<file path="src/rtl/axis_baser_rx_64.sv">
// 10GBASE-R 64b/66b receive framer: decodes start/data/terminate blocks into an
// AXI4-Stream frame, realigning lane-4 starts and holding one beat to place tlast.
module axis_baser_rx_64 #(
  parameter int DATA_WIDTH = 64,
  parameter int KEEP_WIDTH = DATA_WIDTH/8,
  parameter int HDR_WIDTH  = 2
) (
  input  logic                  clk,
  input  logic                  rst_n,
  input  logic [DATA_WIDTH-1:0] encoded_rx_data,
  input  logic [HDR_WIDTH-1:0]  encoded_rx_hdr,
  output logic [DATA_WIDTH-1:0] m_axis_tdata,
  output logic [KEEP_WIDTH-1:0] m_axis_tkeep,
  output logic                  m_axis_tvalid,
  output logic                  m_axis_tlast,
  output logic                  m_axis_tuser,
  output logic                  start_packet_0,
  output logic                  start_packet_4,
  output logic                  error_bad_block,
  output logic                  error_bad_frame
);

  localparam int HW = DATA_WIDTH/2;

  typedef enum logic [1:0] {IDLE, PAYLOAD, SPILL} state_t;

  state_t                  state, state_d;
  logic [DATA_WIDTH-1:0]   blk_q;
  logic [HDR_WIDTH-1:0]    hdr_q;
  logic                    in_vld;
  logic                    lane4, lane4_d;
  logic [DATA_WIDTH-1:0]   held, held_d;
  logic                    held_vld, held_vld_d;
  logic [HW-1:0]           hi, hi_d;
  logic                    hi_vld, hi_vld_d;
  logic [DATA_WIDTH+HW-1:0] spill_buf, spill_buf_d, term_buf;
  logic [3:0]              spill_cnt, spill_cnt_d, term_cnt;
  logic [DATA_WIDTH-1:0]   tdata_d;
  logic [KEEP_WIDTH-1:0]   tkeep_d;
  logic                    tvalid_d, tlast_d, tuser_d, ebf_d;

  logic [7:0] ctype;
  logic [2:0] term_k;
  logic       is_data, is_ctrl, is_term, is_known, is_start0, is_start4, is_bad;

  function automatic logic [KEEP_WIDTH-1:0] keep_of(input logic [3:0] n);
    return KEEP_WIDTH'((9'd1 << n) - 9'd1);
  endfunction

  always_comb begin
    ctype    = blk_q[7:0];
    is_data  = in_vld && (hdr_q == 2'b01);
    is_ctrl  = in_vld && (hdr_q == 2'b10);
    is_term  = 1'b0;
    is_known = 1'b1;
    term_k   = 3'd0;
    case (ctype)
      8'h87: begin is_term = 1'b1; term_k = 3'd0; end
      8'h99: begin is_term = 1'b1; term_k = 3'd1; end
      8'hAA: begin is_term = 1'b1; term_k = 3'd2; end
      8'hB4: begin is_term = 1'b1; term_k = 3'd3; end
      8'hCC: begin is_term = 1'b1; term_k = 3'd4; end
      8'hD2: begin is_term = 1'b1; term_k = 3'd5; end
      8'hE1: begin is_term = 1'b1; term_k = 3'd6; end
      8'hFF: begin is_term = 1'b1; term_k = 3'd7; end
      8'h78, 8'h33, 8'h66, 8'h1E, 8'h2D, 8'h4B, 8'h55: ;
      default: is_known = 1'b0;
    endcase
    is_term   = is_term && is_ctrl;
    is_start0 = is_ctrl && (ctype == 8'h78);
    is_start4 = is_ctrl && (ctype == 8'h33 || ctype == 8'h66);
    is_bad    = in_vld && (hdr_q == 2'b00 || hdr_q == 2'b11 || (is_ctrl && !is_known));
    // Bytes left after the last full beat: terminate octets, behind any pending lane-4 half.
    term_cnt  = {1'b0, term_k} + (hi_vld ? 4'd4 : 4'd0);
    term_buf  = hi_vld ? {8'h00, blk_q[63:8], hi} : {40'h0, blk_q[63:8]};
  end

  always_comb begin
    state_d     = state;
    lane4_d     = lane4;
    held_d      = held;
    held_vld_d  = held_vld;
    hi_d        = hi;
    hi_vld_d    = hi_vld;
    spill_buf_d = spill_buf;
    spill_cnt_d = spill_cnt;
    tdata_d     = '0;
    tkeep_d     = '0;
    tvalid_d    = 1'b0;
    tlast_d     = 1'b0;
    tuser_d     = 1'b0;
    ebf_d       = 1'b0;
    case (state)
      IDLE: ;
      PAYLOAD: begin
        if (is_data) begin
          if (held_vld) begin
            tvalid_d = 1'b1; tdata_d = held; tkeep_d = '1;
          end
          if (lane4) begin
            // First data block after a lane-4 start only supplies the upper half.
            held_vld_d = hi_vld;
            held_d     = {blk_q[HW-1:0], hi};
            hi_d       = blk_q[DATA_WIDTH-1:HW];
            hi_vld_d   = 1'b1;
          end else begin
            held_d     = blk_q;
            held_vld_d = 1'b1;
          end
        end else if (is_term) begin
          if (held_vld) begin
            tvalid_d = 1'b1; tdata_d = held; tkeep_d = '1;
            tlast_d  = (term_cnt == 4'd0);
          end
          spill_buf_d = term_buf;
          spill_cnt_d = term_cnt;
          held_vld_d  = 1'b0;
          hi_vld_d    = 1'b0;
          state_d     = (term_cnt == 4'd0) ? IDLE : SPILL;
        end else begin
          tvalid_d = 1'b1; tlast_d = 1'b1; tuser_d = 1'b1; ebf_d = 1'b1;
          if (held_vld) begin
            tdata_d = held; tkeep_d = '1;
          end else if (hi_vld) begin
            tdata_d = {{HW{1'b0}}, hi}; tkeep_d = 8'h0F;
          end else begin
            tkeep_d = 8'h01;
          end
          held_vld_d = 1'b0;
          hi_vld_d   = 1'b0;
          state_d    = IDLE;
        end
      end
      SPILL: begin
        tvalid_d = 1'b1;
        tdata_d  = spill_buf[DATA_WIDTH-1:0];
        if (spill_cnt > 4'd8) begin
          tkeep_d     = '1;
          spill_buf_d = {{DATA_WIDTH{1'b0}}, spill_buf[DATA_WIDTH+HW-1:DATA_WIDTH]};
          spill_cnt_d = spill_cnt - 4'd8;
        end else begin
          tkeep_d = keep_of(spill_cnt);
          tlast_d = 1'b1;
          state_d = IDLE;
        end
      end
      default: state_d = IDLE;
    endcase
    // A start block opens a new frame wherever the previous one has just ended.
    if ((is_start0 || is_start4) && (state_d == IDLE || (state == PAYLOAD && !is_data && !is_term))) begin
      state_d    = PAYLOAD;
      lane4_d    = is_start4;
      held_vld_d = 1'b0;
      hi_vld_d   = 1'b0;
    end
  end

  always_ff @(posedge clk or negedge rst_n) begin
    if (!rst_n) begin
      state           <= IDLE;
      blk_q           <= '0;
      hdr_q           <= '0;
      in_vld          <= 1'b0;
      lane4           <= 1'b0;
      held            <= '0;
      held_vld        <= 1'b0;
      hi              <= '0;
      hi_vld          <= 1'b0;
      spill_buf       <= '0;
      spill_cnt       <= '0;
      m_axis_tdata    <= '0;
      m_axis_tkeep    <= '0;
      m_axis_tvalid   <= 1'b0;
      m_axis_tlast    <= 1'b0;
      m_axis_tuser    <= 1'b0;
      start_packet_0  <= 1'b0;
      start_packet_4  <= 1'b0;
      error_bad_block <= 1'b0;
      error_bad_frame <= 1'b0;
    end else begin
      state           <= state_d;
      blk_q           <= encoded_rx_data;
      hdr_q           <= encoded_rx_hdr;
      in_vld          <= 1'b1;
      lane4           <= lane4_d;
      held            <= held_d;
      held_vld        <= held_vld_d;
      hi              <= hi_d;
      hi_vld          <= hi_vld_d;
      spill_buf       <= spill_buf_d;
      spill_cnt       <= spill_cnt_d;
      m_axis_tdata    <= tdata_d;
      m_axis_tkeep    <= tkeep_d;
      m_axis_tvalid   <= tvalid_d;
      m_axis_tlast    <= tlast_d;
      m_axis_tuser    <= tuser_d;
      start_packet_0  <= is_start0;
      start_packet_4  <= is_start4;
      error_bad_block <= is_bad;
      error_bad_frame <= ebf_d;
    end
  end

endmodule
</file>
<file path="config.mk">
export PLATFORM = sky130hd
export DESIGN_NAME = axis_baser_rx_64
export DESIGN_NICKNAME = d
export VERILOG_FILES = /design/src/rtl/axis_baser_rx_64.sv
export SDC_FILE = /design/constraint.sdc
export NUM_CORES = 1
export LEC_CHECK = 0
export BUFFER_PORTS_ARGS = -buffer_cell sky130_fd_sc_hd__buf_2
export CORE_UTILIZATION = 40
export DETAILED_ROUTE_END_ITERATION = 10
export PLACE_DENSITY_LB_ADDON = 0.25
export SYNTH_ARGS = -nofsm -noshare
export SYNTH_HDL_FRONTEND = slang
export SYNTH_SLANG_ARGS = --single-unit
</file>
<file path="constraint.sdc">
create_clock -name clk -period 3.2 [get_ports clk]
set_clock_uncertainty 0.05 [all_clocks]
set_input_delay 0.32 -clock clk [delete_from_list [all_inputs] [get_ports clk]]
set_output_delay 0.32 -clock clk [all_outputs]
set_load 0.02 [all_outputs]
</file>
Word level (Yosys, flattened, before mapping). Index checks and enable logic that the tools add are counted.

Flip-flop bits (word level): 346. Input port bits: 68. Logic and storage cells: 131.

$lt $le $gt $ge: 1. Shift operators: 1. Add/sub/neg operators: 3. Reductions and logical operators: 30. Equality and inequality tests: 24. Muxes and demuxes: 53.

Operators by type and width (count): 64-bit two-way mux (5); 96-bit two-way mux (3); 96-bit one-hot mux with 2 select lines (1); 64-bit one-hot mux with 2 select lines (1); 88-bit two-way mux (1); 8-bit equality test (second input constant) (8); 8-bit two-way mux (5); 8-bit by 7-bit equality test with 1-bit output (second input constant) (4); 32-bit two-way mux (1); 3-bit one-hot mux with 7 select lines (1); 1-bit two-way mux (20); 8-bit by 6-bit equality test with 1-bit output (second input constant) (2); 4-bit two-way mux (4); 8-bit one-hot mux with 2 select lines (1); 15-bit OR reduction (1); 1-bit logical AND (10); 2-bit two-way mux (5); 8-bit by 5-bit equality test with 1-bit output (second input constant) (1); 4-bit one-hot mux with 2 select lines (1); 8-bit OR reduction (1); 1-bit by 4-bit << shifter with 8-bit output (first input constant) (1); 8-bit by 1-bit subtractor with 8-bit output (second input constant) (1); 2-bit equality test (second input constant) (3); 2-bit zero test (3); other kinds (16) (28).

Depth between registers and ports, before layout. Gate-level depths: netlist of run 1.

Word-level depth: 13. Depth in mapped cells: 11.

Worst setup path before layout of run 1. No wires, ideal clock.

Kind: reg2reg. Start: reg blk_q[1]. End: reg state[0]. Stages on the path, launching flop included: 9. Arrival: 2318 ps. Required time: 3028 ps. Clock period less this slack: 2490 ps. Path slack: 710 ps. Cell sequence: dfrtp_1 > or4_1 > a21o_1 > and2_1 > ha_1 > nand4_1 > a211oi_1 > or4_4 > a32o_1.

Word-level cells in the longest chain between the ends: 12. Elaborated cells on any way between the ends: 31. Classes of those cells: add/sub (1); eq/ne (11); mux (7); reduce/logical (12).

Ends and longest elaborated chain: start: declaration (line 28) `logic [DATA_WIDTH-1:0] blk_q;`; start signal: assignment (line 182) `blk_q <= encoded_rx_data;`; 8-bit equality test (line 57) `case (ctype)`; 3-bit one-hot mux with 7 select lines (line 57); 3-bit by 3-bit adder with 4-bit output (line 74) `term_cnt = {1'b0, term_k} + (hi_vld ? 4'd4 : 4'd0);`; 4-bit zero test (line 119) `state_d = (term_cnt == 4'd0) ? IDLE : SPILL;`; 2-bit two-way mux (line 119); 2-bit two-way mux (line 110) `end else if (is_term) begin`; 2-bit two-way mux (line 96) `if (is_data) begin`; 2-bit one-hot mux with 3 select lines (line 93) `case (state)`; 2-bit zero test (line 150) `if ((is_start0 || is_start4) && (state_d == IDLE || (state == PAYLOAD && !is_data && !is_term))) begin`; 1-bit logical OR (line 150); 1-bit logical AND (line 150); 2-bit two-way mux * (line 150); named net state_d[0] (line 27) `state_t state, state_d;`; end signal: assignment (line 181) `state <= state_d;`; end: declaration (line 27).

The timed path passes the listed nets; every way through them passes the cells marked *. A chain may end at the register's enable or synchronous reset.

Final worst setup path of run 1. Ends and elaborated chain as after synthesis.

==> impl_results.md, run 1 <==
* Met1 Use GR at 33.7%
* GRT overflow at 0
* Slew margin rel. at a little under half
* Die Area at roughly 0.036 mm²
* Non-filler cells, final at 1,926
* Seq pwr share at 47.5%
* Pint at ~7.5 mW
* Final Setup Violations at 0
* Power per cell area at 569 mW/mm²
* Area of the mapped netlist at roughly 0.014 mm²
* Area grow syn2layout at 23.4%
* Clock sinks at roughly 340
* RSZ-0062 raised after global routing: no
* Syn. warnings at 0
* Max_cap viols at 0
* Slowest-stage cell, CP: or4_1
* Syn avg cell area at ~11 µm²
* Initial DRC count at 710
* GRT met2 Usage at between 30 and 40%
* Vias in the first global route at just over 10,000
* Later-pin clock latency in the skew report at ~0.52 ns
* Drt drc at 0
* GR peak layer: met2
* I/O Pins at roughly 150
* Critical Path AT at between 3 and 4 ns
* Worst R2R Start: blk_q[1]
* Crit path time final at around 2.8 ns
* Vias/cell at around 5.3
* Die Y at around 190 µm
* Root buf cell: clkbuf_16
* Ys async rst share at 100%
* Post-synthesis sequential area ratio at approximately three fifths
* Routed length per instance at 21.0 µm
* Total routed wirelength at approximately 40,000 µm
* Post-CTS setup buffers at 0
* Beginning of the critical path: blk_q[1]
* Clock tree buffer depth at 3
* Row cnt at around 70
* Hpwl dp at roughly 26,000 µm
* Pin count of the biggest net entering global routing at approximately 140
* Worst hold slack at 0.383 ns
* Global Route Usage Sum at between 20% and 30%
* NetSw at between 2 and 2.5 mW
* Post-DRT Antenna Nets at 0
* Initial antenna violation count at 0
* Router iterations before antenna repair at 5
* Clk network pwr share at between 40% and 50%
* Placed cell count at between 1,500 and 2,000
* Critical Path Max Stage Delay at 0.57 ns
* Utilization after layout at about half
* Fmax at roughly 350 MHz
* Required time of the critical path at 3.55 ns
* WP buf/inv at 0
* CTS tree: done
* Comb power frac at between 6 and 7%
* Final nets at between 1,500 and 2,000
* Setup TNS Final at 0 ns
* Post-synthesis cell type count at 55
* Share of layout cells above drive strength 1 at roughly a fifth
* Hold Vio Cnt, Final at 0
* IR drop worst, VDD at slightly above 0.0004 V
* Kind of critical path: flop to flop
* H-tree depth at 2
* PortBufs at 146
* Ant diodes at 0
* Worst-path clk slew at ~0.06 ns
* Inserted Clock Buffers at 38
* Classification of the worst-slack hold path: input port to async pin
* Status: complete, no violations
* Pleak at 7.67 nW
* Core Footprint at between 0.03 and 0.04 mm²
* Family with the most delay on the worst path: simple AND/OR/NAND/NOR gates
* Critical Path Source Type: flop
* First-pass GRT wire length at 62,700 µm
* Number of cells produced by synthesis at 1,260
* Least-Margin Pin Slew at ~0.8 ns
* Final Cycle Share at 88.1%
* Chip Width at approximately 190 µm
* Top_reg_cell synth: dfrtp_1
* Number of synthesized register bits at 338
* Post-synth EDFFs at 0
* CP Cell Sequence: or4_1 -> a21o_1 -> and2_1 -> ha_1 -> nand4_1 -> a211oi_1 -> or4_4 -> a32o_1
* Switch share at about a quarter
* Syn_nets at roughly 1,300
* Critical-path maximum fanout at 15
* Max Slew Vio Count at 0
* Met3 usage at 4.26%
* Routability cong. at around 0.84
* Starting Density at around two fifths
* Via Count at about 10,000
* Crit end category: flop
## worst reg2reg max path: cells and delay by family (launching register included)
kind                     cells  cell delay [ns]
adder cells (fa/ha/maj)      1             0.19
AND/OR/NAND/NOR              4             1.37
AO/OA/AOI/OAI                3             0.56
flip-flops                   1             0.53
## state kept, by name, summed over array words and instances (netlist names), 2 cells and up
signal / count
state: 2
held: 64
spill_cnt: 4
spill_buf: 88
hdr_q: 2
blk_q: 64
m_axis_tdata: 64
hi: 32
m_axis_tkeep: 8
## per-stage QoR
step / area [µm²] / power, mW / setup slack (ns)
after floorplan: 14000 / 5.00 / 0.710
after global placement: 15300 / 5.31 / 0.472
after detailed placement: 15300 / 5.32 / 0.418
after CTS: 17300 / 9.93 / 0.377
after global routing: 17300 / 10.2 / 0.231
final: 17300 / 9.84 / 0.382
## final timing paths
kind                               endpoint  slack [ns]  depth (start not counted)
max                                state[0]        0.38                          8
min                               blk_q[38]        0.38                          2
max reg2reg                        state[0]        0.38                          8
min reg2reg                   spill_buf[42]        0.43                          2
max in group asynchronous  m_axis_tdata[30]        1.84                          3
min in group clk                  blk_q[22]        0.38                          2
## layout make-up
type | instances | area [µm²]
Clock inverter | 15 | 198
Clock buffer | 54 | 1120
Fill cell | 3129 | 17200
Tap cell | 455 | 569
Multi-Input combinational cell | 807 | 5150
Sequential cell | 338 | 8470
Timing Repair Buffer | 241 | 1730
Inverter | 16 | 60.1
## power by group through the flow
stage          Clock [mW]  Combinational (mW)  Sequential, mW
2_1_floorplan           0               0.358            4.64
3_3_place_gp            0               0.563            4.74
3_5_place_dp            0               0.576            4.75
4_1_cts              4.62               0.640            4.67
5_1_grt              4.80               0.722            4.69
6_report             4.54               0.633            4.67
## cell usage after synthesis (12+ instances only)
cell / instances / area, µm²
inv_1: 16 / 60.1
o2bb2ai_1: 33 / 289
mux2_2: 32 / 360
clkbuf_1: 76 / 285
a22oi_1: 64 / 480
nand2_1: 203 / 762
dfrtp_1: 338 / 8460
o21ai_0: 112 / 561
o31ai_1: 24 / 180
a21oi_1: 42 / 210
o21ai_1: 25 / 125
nor2_1: 76 / 285
mux2i_1: 120 / 1200
buf_1: 12 / 45.0
## cell families (layout without fill, tap and decap cells)
group,after synthesis,after routing,share of synthesized area (%)
AND/OR/NAND/NOR,321,321,9.76
multiplexers,152,152,11.1
XOR/XNOR,1,1,0.0625
adder cells (fa/ha/maj),9,9,0.803
AO/OA/AOI/OAI,323,323,14.7
other,1,1,0.0267
buffers and inverters,115,326,3.21
flip-flops,338,338,60.3
## cells in the final DEF (no fill, tap or decap), types with 8 or more instances in the layout
master,n
o31ai_1,24
clkbuf_16,39
ha_1,8
dfrtp_1,336
inv_1,15
clkbuf_8,9
nand2_1,203
o21ai_1,25
o21ai_0,112
dlygate4sd3_1,67
buf_4,19
a22oi_1,64
nor2_1,75
mux2i_1,120
buf_12,9
buf_2,145
o2bb2ai_1,33
mux2_2,32
a21oi_1,42
## per-layer routing
layer / vias to the layer above / part of all wire, %
li1: 4770 / -
met1: 5058 / 47
met2: 337 / 44
met3: 72 / 6.7
met4: 0 / 2.9
met5: - / 0
## repair_timing
action                    in CTS  in global routing
hold endpoints to repair     157                  0
hold buffers                  67                  0
resized for setup              0                  0
No activity file was read; power rests on OpenSTA's default activity.
==> run 2, diff against run 1 <==
Settings changed: BUFFER_PORTS_ARGS -buffer_cell sky130_fd_sc_hd__buf_2 to -buffer_cell sky130_fd_sc_hd__buf_4.
==> impl_results.md, run 2 (synthesized netlist as in run 1, its figures left out) <==
* Max Slew Vio Count at 0
* Beginning of the critical path: blk_q[4]
* Critical Path AT at 3.15 ns
* Top reg by flops: spill_buf
* Crit path time final at 2.81 ns
* Post-DRT Antenna Nets at 0
* Starting Density at 40.6%
* Power consumption at around 9.6 mW
* Initial DRC count at between 700 and 800
* CP Cell Sequence: or4_1 -> a21o_1 -> and2_1 -> ha_1 -> nand4_1 -> a211oi_1 -> or4_4 -> a32o_1
* Share of layout cells above drive strength 1 at 18.7%
* Critical Path Max Stage Delay at around 0.56 ns
* Initial antenna violation count at 0
* PortBufs at about 150
* FF-to-FF setup slack at slightly below 0.4 ns
* Drt drc at 0
* Utilization after layout at just over 50%
* Routed length per instance at 21.1 µm
* Kind of critical path: flop to flop
* CTS resizes at 0
* Global Route Usage Sum at a little under a quarter
* Hpwl dp at 25,900 µm
* Layout fillers at 3,138
* Required time of the critical path at 3.54 ns
* Status: complete, no violations
* Clock sinks at around 340
* Total routed wirelength at 40,500 µm
* Pleak at 7.66 nW
* IR drop worst, VDD at about 0.00042 V
* Setup TNS Final at 0 ns
* GRT overflow at 0
* RSZ-0062 raised after global routing: no
* Die Y at about 190 µm
* Inserted Clock Buffers at 37
* Slew margin rel. at 47.6%
* Fmax at approximately 360 MHz
* Worst path depth at 8
* Die Area at between 0.03 and 0.04 mm²
* Final Cycle Share at between 80% and 90%
* Commonest non-fill, non-tap cell in the layout: dfrtp_1
* Routability cong. at approximately 0.85
* Final nets at roughly 1,500
* Reg2reg path depth at 8
* Via Count at a little over 10,000
* Power per cell area at between 500 and 600 mW/mm²
* Least-Margin Pin Slew at just under 0.8 ns
* Ant diodes at 0
* Slowest-stage cell, CP: or4_1
* Core Footprint at between 0.03 and 0.04 mm²
* Final Setup Violations at 0
* Crit end category: flop
* Worst R2R End: state[0]
* Row cnt at 68
* H-tree depth at 2
* Root buf cell: clkbuf_16
* Critical Path Source Type: flop
* Chip Width at between 150 and 200 µm
* Commonest non-fill, non-tap cells in the layout: dfrtp_1 (336), nand2_1 (203), buf_4 (154)
* Router iterations before antenna repair at 5
* Max_cap viols at 0
* Vias/cell at roughly 5.4
* Hold Vio Cnt, Final at 0
* Pin count of the biggest net entering global routing at 140
* I/O Pins at ~150
* Critical-path maximum fanout at 14
* WP buf/inv at 0
* Worst R2R Start: blk_q[4]
* Max reg flops at a little under 90
* Worst-path clk slew at approximately 0.060 ns
* Classification of the worst-slack hold path: input port to async pin
* Clock tree buffer depth at 3
* Family with the most delay on the worst path: simple AND/OR/NAND/NOR gates
* Vias in the first global route at between 10,000 and 15,000
* Area grow syn2layout at 25.3%
* Later-pin clock latency in the skew report at 0.52 ns
* CTS tree: done
* Post-CTS setup buffers at 0
* CP Capture Point: state[0]
* First-pass GRT wire length at around 62,000 µm
## run 2: cell types whose count changed in the layout (fill, tap and decap cells not counted), moves of 2 or more
| cell | before | now |
|---|---|---|
| buf_2 | 145 | 0 |
| clkbuf_16 | 39 | 37 |
| bufinv_16 | 4 | 2 |
| clkinv_2 | 6 | 1 |
| clkinvlp_4 | 3 | 0 |
| buf_12 | 9 | 14 |
| clkbuf_8 | 9 | 12 |
| buf_4 | 19 | 154 |
## run 2: layout make-up
type                            count  area (µm²)  share of cell area, %
Sequential cell                   338        8470                   48.2
Multi-Input combinational cell    807        5150                   29.3
Timing Repair Buffer              236        2120                   12.1
Clock buffer                       56        1120                   6.36
Tap cell                          455         569                   3.24
Inverter                           16        60.1                  0.342
Clock inverter                      6        91.3                  0.520
## run 2: timing repair
item / in CTS / in global routing
hold buffers: 67 / 0
endpoints found under the hold margin: 143 / 0
endpoints found under the setup margin: 0 / 0
## run 2: metal layers
metal / GRT usage, % / up-vias / wire length [µm]
met5: 0 / - / 0
met4: 6.17 / 0 / 894
met3: 3.21 / 50 / 2410
met2: 35.0 / 362 / 18400
met1: 34.0 / 5174 / 18700
li1: - / 4770 / -
## run 2: stage by stage
step | instance area (µm²) | hold WS, ns | setup WS [ns] | std cells
2_1_floorplan | 14000 | -0.0256 | 0.710 | 1260
3_3_place_gp | 15700 | 0.338 | 0.486 | 1785
3_5_place_dp | 15700 | 0.344 | 0.418 | 1785
4_1_cts | 17600 | 0.380 | 0.393 | 1914
5_1_grt | 17600 | 0.387 | 0.138 | 1914
6_report | 17600 | 0.378 | 0.390 | 1914
## run 2: report_power, final
group	internal [mW]	switching (mW)
sequential	4.47	0.207
clock	2.56	1.67
combinational	0.301	0.364
total	7.33	2.24
## run 2: how the worst min path moves through the flow
stage                         from   endpoint  cells past startpoint
4_1_cts        encoded_rx_data[16]  blk_q[16]                      2
6_report                     rst_n  blk_q[38]                      2
2_1_floorplan                rst_n   blk_q[0]                      0
3_5_place_dp                 rst_n  blk_q[38]                      1
3_3_place_gp                 rst_n  blk_q[39]                      1
5_1_grt        encoded_rx_data[52]  blk_q[52]                      2
==> run 3, diff against run 2 <==
--- a/config.mk
+++ b/config.mk
@@ -9,5 +9,5 @@
 export CORE_UTILIZATION = 40
 export DETAILED_ROUTE_END_ITERATION = 10
-export PLACE_DENSITY_LB_ADDON = 0.25
+export PLACE_DENSITY_LB_ADDON = 0.08
 export SYNTH_ARGS = -nofsm -noshare
 export SYNTH_HDL_FRONTEND = slang
==> constraint.sdc (replaced) <==
create_clock -name clk -period 3.2 [get_ports clk]
set_clock_uncertainty 0.05 [all_clocks]
set_input_delay 0 -clock clk [delete_from_list [all_inputs] [get_ports clk]]
set_output_delay 0 -clock clk [all_outputs]
set_load 0.02 [all_outputs]
==> impl_results.md, run 3 (synthesized netlist as in run 1, its figures left out) <==
* Clock sinks at between 300 and 400
* Hold Vio Cnt, Final at 0
* Max reg flops at between 80 and 90
* Critical-path maximum fanout at 15
* Final Cycle Share at 88.0%
* Router iterations before antenna repair at 5
* Vias/cell at 5.27
* Worst-path clk slew at roughly 0.060 ns
* Inserted Clock Buffers at 38
* Least-Margin Pin Slew at ~1.1 ns
* Area grow syn2layout at 25.9%
* Classification of the worst-slack hold path: input port to async pin
* CTS tree: done
* H-tree depth at 2
* Setup TNS Final at 0 ns
* Drt drc at 0
* Routability cong. at 0.853
* Final Worst Setup Slack at between 0.3 and 0.4 ns
* Routed length per instance at between 20 and 25 µm
* Post-CTS setup buffers at 0
* Crit end category: flop
* RSZ-0062 raised after global routing: no
* Initial DRC count at between 700 and 800
* I/O Pins at between 100 and 150
* Vias in the first global route at roughly 10,000
* Worst hold slack at ~0.011 ns
* Chip Width at 189 µm
* Post-DRT Antenna Nets at 0
* IR drop worst, VDD at 0.000330 V
* Slew margin rel. at between 20% and 30%
* Die Y at 189 µm
* Top reg by flops: spill_buf
* Row cnt at a little under 70
* Status: complete, no violations
* Critical Path AT at around 3.2 ns
* Starting Density at between 40% and 50%
* Crit path time final at 2.81 ns
* Fmax at 355 MHz
* Global Route Usage Sum at a little under a quarter
* Max Slew Vio Count at 0
* Final Setup Violations at 0
* Pre-CTS worst setup slack at around 0.42 ns
* Ant diodes at 0
* Kind of critical path: flop to flop
* Share of layout cells above drive strength 1 at 19.2%
* Later-pin clock latency in the skew report at around 0.53 ns
* Power per cell area at roughly 560 mW/mm²
* Root buf cell: clkbuf_16
* Required time of the critical path at around 3.6 ns
* Max_cap viols at 0
* Hpwl dp at 26,200 µm
* Initial antenna violation count at 0
* Core Footprint at approximately 0.035 mm²
* Layout fillers at around 3,200
* Multi-input logic area at 0.00515 mm²
* Via Count at ~10,000
* PortBufs at about 150
* Pin count of the biggest net entering global routing at 83
* Final nets at 1,516
* Commonest non-fill, non-tap cell in the layout: dfrtp_1
* GRT overflow at 0
* First-pass GRT wire length at ~64,000 µm
* Die Area at between 0.03 and 0.04 mm²
* Pleak at around 7.7 nW
* Clock tree buffer depth at 3
* Critical Path Source Type: flop
* FF/Latch Area at between 0.008 and 0.009 mm²
* Commonest non-fill, non-tap cells in the layout: dfrtp_1 (336), nand2_1 (203), buf_4 (160)
* Total routed wirelength at about 41,000 µm
run 3: where the power goes:
group          leakage, nW  internal [mW]  switching [mW]
Clock                0.658           2.79            1.73
Combinational         2.51          0.299           0.373
Sequential            4.54           4.47           0.201
Total                 7.72           7.55            2.31
run 3: per-layer routing:
layer,up-vias,wire [µm],global-route usage (%)
met5,-,0,0
li1,4765,-,-
met2,290,18100,34.6
met1,5008,20200,36.0
met4,0,1030,6.98
met3,69,2050,3.60
run 3: worst paths after layout:
path                                          start               end  slack (ns)  cells past startpoint
worst max-delay path                       blk_q[1]          state[0]        0.39                      8
worst min register to register        spill_buf[42]     spill_buf[42]        0.43                      2
worst max register to register             blk_q[1]          state[0]        0.39                      8
max in group asynchronous                     rst_n            hi_vld        2.16                      3
min in group clk                encoded_rx_data[19]         blk_q[19]        0.07                      2
worst min-delay path                          rst_n  m_axis_tdata[46]        0.01                      2
run 3: repair_timing:
item | in CTS | in global routing
gates resized for setup | 0 | 0
hold buffers | 67 | 0
hold endpoints to repair | 346 | 0
run 3: critical path, cell delays in order, from the launching register on:
cell	delay [ns]
dfrtp_1	0.53
or4_1	0.57
a21o_1	0.22
and2_1	0.16
ha_1	0.18
nand4_1	0.12
a211oi_1	0.11
or4_4	0.53
a32o_1	0.23
run 3: final cells by class:
class                           instances  share of cell area, %
Inverter                               16                  0.340
Sequential cell                       338                   48.0
Tap cell                              455                   3.23
Timing Repair Buffer                  238                   11.8
Multi-Input combinational cell        807                   29.2
Clock inverter                          8                  0.510
Clock buffer                           60                   6.95
run 3: per-stage QoR:
stage	instances	util [%]	instance area, µm²	power, mW
after detailed placement	1787	45.3	15700	5.36
after CTS	1922	51.1	17600	9.95
after global placement	1787	45.3	15700	5.35
after global routing	1922	51.1	17600	10.2
final	1922	51.1	17600	9.86
after floorplan	1260	-	14000	5.00
